[config.mk]
export PLATFORM = sky130hd
export DESIGN_NAME = seq_mult
export DESIGN_NICKNAME = d
export VERILOG_FILES = /design/src/rtl/seq_mult_pkg.sv /design/src/rtl/fa.sv /design/src/rtl/rca_n.sv /design/src/rtl/seq_mult.sv
export SDC_FILE = /design/constraint.sdc
export NUM_CORES = 1
export LEC_CHECK = 0
export ABC_AREA = 1
export CAP_MARGIN = 10
export CORE_MARGIN = 3
export CORE_UTILIZATION = 30
export CTS_CLUSTER_SIZE = 8
export DETAILED_ROUTE_END_ITERATION = 10
export SLEW_MARGIN = 5
export SYNTH_ARGS = -nofsm -noshare
export SYNTH_HDL_FRONTEND = slang
export SYNTH_SLANG_ARGS = --single-unit
[constraint.sdc]
create_clock -name clk -period 4.4 [get_ports clk]
set_input_delay 0.88 -clock clk [delete_from_list [all_inputs] [get_ports clk]]
set_output_delay 0.88 -clock clk [all_outputs]
set_load 0.02 [all_outputs]
[src/rtl/seq_mult_pkg.sv]
// Shared definitions for the sequential shift-add multiplier.
//
// Contents:
//   state_t    - controller states (IDLE, RUN, DONE), two-bit encoding
//   cnt_width  - width of the iteration counter for a given operand width
package seq_mult_pkg;

  // Controller states. The encoding is fixed because the outputs are decoded
  // directly from the state register.
  typedef enum logic [1:0] {
    ST_IDLE = 2'd0,
    ST_RUN  = 2'd1,
    ST_DONE = 2'd2
  } state_t;

  // The counter has to hold values 0..width. It reaches width on the final
  // RUN edge, just as the controller leaves RUN.
  function automatic int cnt_width(input int width);
    return $clog2(width + 1);
  endfunction

endpackage

[src/rtl/fa.sv]
// Single-bit full adder cell. This is the leaf cell of the ripple-carry adder.
//
// Ports:
//   a, b  - addend bits
//   cin   - carry in
//   sum   - a ^ b ^ cin
//   cout  - carry out
module fa (
  input  logic a,
  input  logic b,
  input  logic cin,
  output logic sum,
  output logic cout
);

  assign sum  = a ^ b ^ cin;
  assign cout = (a & b) | (cin & (a ^ b));

endmodule

[src/rtl/rca_n.sv]
// N-bit ripple-carry adder built as a chain of fa cells.
//
// Parameters:
//   N     - operand width
// Ports:
//   a, b  - N-bit operands
//   cin   - carry into bit 0
//   sum   - N-bit sum
//   cout  - carry out of bit N-1
module rca_n #(
  parameter int N = 8
) (
  input  logic [N-1:0] a,
  input  logic [N-1:0] b,
  input  logic         cin,
  output logic [N-1:0] sum,
  output logic         cout
);

  logic [N:0] carry;

  assign carry[0] = cin;

  for (genvar i = 0; i < N; i++) begin : g_bit
    fa u_fa (
      .a   (a[i]),
      .b   (b[i]),
      .cin (carry[i]),
      .sum (sum[i]),
      .cout(carry[i+1])
    );
  end

  assign cout = carry[N];

endmodule

[src/rtl/seq_mult.sv]
// Unsigned sequential shift-add multiplier, WIDTH x WIDTH -> 2*WIDTH.
// The block handles one multiplier bit per clock. It takes exactly WIDTH RUN
// cycles per product and uses valid/ready handshakes on both the input side
// and the output side.
//
// Parameters:
//   WIDTH      - operand width, 2..32
// Ports:
//   clk        - rising-edge clock
//   rst        - asynchronous reset, active-high
//   in_valid   - operands a/b present
//   in_ready   - block can accept operands (IDLE)
//   a          - multiplicand
//   b          - multiplier
//   out_valid  - product p is valid (DONE)
//   out_ready  - consumer accepts p
//   p          - product a*b, held until the next product is loaded
//   busy       - high while iterating (RUN)
module seq_mult
  import seq_mult_pkg::*;
#(
  parameter int WIDTH = 8
) (
  input  logic               clk,
  input  logic               rst,
  input  logic               in_valid,
  output logic               in_ready,
  input  logic [WIDTH-1:0]   a,
  input  logic [WIDTH-1:0]   b,
  output logic               out_valid,
  input  logic               out_ready,
  output logic [2*WIDTH-1:0] p,
  output logic               busy
);

  localparam int             CNT_W    = cnt_width(WIDTH);
  localparam logic [CNT_W-1:0] LAST_CNT = CNT_W'(WIDTH - 1);

  state_t           state;
  state_t           state_next;

  logic [WIDTH-1:0] mcand;
  logic [WIDTH-1:0] mplier;
  logic [WIDTH-1:0] acc;
  logic [CNT_W-1:0] cnt;

  logic [WIDTH-1:0] addend;
  logic [WIDTH-1:0] sum_lo;
  logic             sum_hi;
  logic [WIDTH-1:0] acc_next;
  logic [WIDTH-1:0] mplier_next;
  logic             last_iter;

  // Partial product: add the multiplicand only when the current multiplier
  // LSB is set. The carry out becomes bit WIDTH of the sum, so the add can
  // never overflow.
  assign addend = mplier[0] ? mcand : '0;

  rca_n #(
    .N(WIDTH)
  ) u_rca (
    .a   (acc),
    .b   (addend),
    .cin (1'b0),
    .sum (sum_lo),
    .cout(sum_hi)
  );

  // Shift the combined {sum, mplier} right by one bit. The sum LSB moves into
  // the top of mplier, so after WIDTH steps {acc, mplier} holds the product.
  assign acc_next    = {sum_hi, sum_lo[WIDTH-1:1]};
  assign mplier_next = {sum_lo[0], mplier[WIDTH-1:1]};
  assign last_iter   = (cnt == LAST_CNT);

  always_ff @(posedge clk or posedge rst) begin
    if (rst) begin
      state <= ST_IDLE;
    end else begin
      state <= state_next;
    end
  end

  // Next-state logic. The outputs are decoded from the state register only,
  // so in_ready, busy and out_valid have no combinational path from inputs.
  always_comb begin
    state_next = state;
    in_ready   = 1'b0;
    busy       = 1'b0;
    out_valid  = 1'b0;
    case (state)
      ST_IDLE: begin
        in_ready = 1'b1;
        if (in_valid) begin
          state_next = ST_RUN;
        end
      end
      ST_RUN: begin
        busy = 1'b1;
        if (last_iter) begin
          state_next = ST_DONE;
        end
      end
      ST_DONE: begin
        out_valid = 1'b1;
        if (out_ready) begin
          state_next = ST_IDLE;
        end
      end
      default: begin
        state_next = ST_IDLE;
      end
    endcase
  end

  // Datapath. Operands are captured only in IDLE. Reset discards any
  // operation in flight, so a partially built product is never published.
  always_ff @(posedge clk or posedge rst) begin
    if (rst) begin
      mcand  <= '0;
      mplier <= '0;
      acc    <= '0;
      cnt    <= '0;
      p      <= '0;
    end else begin
      case (state)
        ST_IDLE: begin
          if (in_valid) begin
            mcand  <= a;
            mplier <= b;
            acc    <= '0;
            cnt    <= '0;
          end
        end
        ST_RUN: begin
          acc    <= acc_next;
          mplier <= mplier_next;
          cnt    <= cnt + CNT_W'(1);
          if (last_iter) begin
            p <= {acc_next, mplier_next};
          end
        end
        default: begin
        end
      endcase
    end
  end

endmodule

==> reports/metrics.cfg <==
[run_status]
status = completed

[global_route]
met3_usage_pct = 2.98
grt_overflow = 0
met2_usage_pct = 18.9
grt_pass1_wl_um = 7910
grt_use_met1_pct = 15.4
busiest_layer = met2
antenna_found_initial = 0
track_usage_pct = 11.8
grt_pass1_vias = 1684
grt_start_max_net_pins = 47

[sta]
max_slew_margin_pct = 37.0
final_hold_viol_count = 0
worst_pin_slew_ns = 0.945
worst_clock_skew_ns = 0.00749
setup_violations = 0
rsz0062_at_grt = no
fmax_ghz = 0.270
fin_ws_ns = 0.695
setup_tns_ns = 0
period_share_pct = 84.2
drv_slew = 0
fin_crit_ns = 3.71
timing.hold.ws_ns = 0.477

[cells_and_area]
layout_common_cells = 130 x nand2_1, 46 x dfrtp_1, 38 x clkdlybuf4s50_1, 19 x inv_1, 19 x nand3_1
layout_commonest_cell = nand2_1
layout.cells.non_filler = 391
drive_gt1_share_pct = 5.42
area_growth_pct = 24.3
nNetsFinal = 324
postLayoutCoreUtil_pct = 39.1
diodes = 0
design_area_sq_mm = 0.00270

[critical_path]
cp_max_fo = 9
worstSetupStartpointType = flop
crit_required_ns = 4.60
cp-end-kind = flop
r2r_end = p[14]
r2r-start = mplier[0]
critPathKind = reg2reg
rrSetupSlack_ns = 0.69
worst-r2r-cell-count = 16
worstPathArrival_ns = 3.90

[detailed_routing]
drt.antenna.violating_nets = 0
vias = 1692
drt-vias-per-instance = 4.33
drt_iter0_markers = 112
wire_per_inst_um = 11.4
drcViolationCount = 0
wirelength_um = 4440
drt_pass1_iterations = 4

[clock_tree]
numCtsBuffers = 5
cts.sinks = 46
clock_latency_ns = 0.30
clock_path_buffers = 2
cts_setup_buffers = 0
cts_htree_levels = 2
cts_tree = built
path_clk_slew_ns = 0.08
cts-resized-gates = 0
hold_buffers = 0
cts_root_buf = clkbuf_8

[power_and_ir_drop]
total_power_mw = 1.71
p_sw_uw = 700
power.leakage_nw = 1.36
p_int_mw = 1.01
p_per_area_mw_per_mm2 = 633
swShare_pct = 41.0
comb_power_share_pct = 43.1
seqPwrFrac_pct = 42.7
ir_drop_mv = 0.213
clockPowerShare_pct = 14.2

[synth]
yosys_warnings = 0
synth_cells = 258
synth-seq-cells = 46
yosysUniqueCellTypes = 22
syn_nets = 287
seq_area_frac_synth_pct = 53.0
netlist_area_sq_mm = 0.00217
avgSynthCellArea_sq_um = 8.42

[die]
die_h_um = 91.1
num_io_pins = 39
die-area_sq_mm = 0.00830
die_w_um = 91.1
core_area_sq_mm = 0.00691
initial_core_util_pct = 31.4
rows = 30

[place]
dp_hpwl_um = 3150
post-place-cells = 384
port_buffers = 38
placed_area_sq_mm = 0.00262
gp_congestion = 0.807
post-place-ws_ns = 0.695

[min_path]
hold_path_depth = 2
hold_class = reg2reg
hold_end = mcand[4]
worstHoldStart = mcand[4]

[flow_run]
cap_viol_max_count = 0

sequential cells by signal (all words and copies together), names as in the netlist:
name / cells
acc: 8
mplier: 8
state: 2
mcand: 8
p: 16
cnt: 4
logic make-up after synthesis:
group	count (synthesis)	synth area share (%)
buffers and inverters	32	6.74
and+or+nand+nor	158	29.6
adders and majority gates	9	7.60
AOI/OAI and AO/OA	13	3.11
DFF	46	53.0
Yosys cell counts (all sizes together):
| library cell | number | area (sq um) |
|---|---|---|
| clkinv | 1 | 3.75 |
| inv | 22 | 82.6 |
| nand2 | 133 | 512 |
| dfrtp | 46 | 1150 |
| o31ai | 1 | 7.51 |
| nand4 | 1 | 6.26 |
| o21ai | 12 | 60.1 |
| buf | 6 | 47.5 |
| clkbuf | 3 | 12.5 |
| nor2 | 5 | 28.8 |
| fa | 7 | 140 |
| nand3 | 19 | 95.1 |
| ha | 2 | 25.0 |
routing by layer:
| metal | up-vias | routed length, um | part of all wire, % |
|---|---|---|---|
| li1 | 856 | - | - |
| met1 | 800 | 2110 | 48 |
| met2 | 30 | 2060 | 46 |
| met3 | 6 | 190 | 4.3 |
| met4 | 0 | 77 | 1.7 |
| met5 | - | 0 | 0 |
power by group through the flow:
stage / Combinational (mW) / Clock [mW] / Sequential [mW]
6_report: 0.737 / 0.242 / 0.729
4_1_cts: 0.754 / 0.251 / 0.730
5_1_grt: 0.855 / 0.271 / 0.759
2_1_floorplan: 0.462 / 0 / 0.763
3_5_place_dp: 0.751 / 0 / 0.737
3_3_place_gp: 0.740 / 0 / 0.736
layout make-up:
type                    instances  area (sq um)
multi-input cells             180           875
clock inverters                 2          10.0
fillers                       749          4210
flip-flops and latches         46          1150
clock buffers                   5          68.8
inverters                      23          86.3
well taps                      96           120
repair buffers                 39           388
how the worst max path moves through the flow:
stage / depth (start not counted) / from / end / slack, ns
floorplan: 17 / mplier[0] / p[14] / 0.75
global placement: 16 / mplier[0] / p[14] / 0.76
detailed placement: 16 / mplier[0] / p[14] / 0.69
CTS: 16 / mplier[0] / p[14] / 0.69
global route: 16 / mplier[0] / p[14] / 0.45
finish: 16 / mplier[0] / p[14] / 0.69
critical path, cell delays in order, from the launching register on:
cell     delay (ns)
dfrtp_1        0.48
nand2_1        0.08
inv_1          0.06
ha_1           0.13
inv_1          0.05
fa_1           0.38
fa_1           0.36
inv_1          0.08
fa_1           0.15
inv_1          0.04
fa_1           0.37
fa_1           0.38
fa_1           0.39
fa_1           0.51
inv_1          0.04
nand2_1        0.05
nand2_1        0.04
Power figures use the tool's default switching activity.
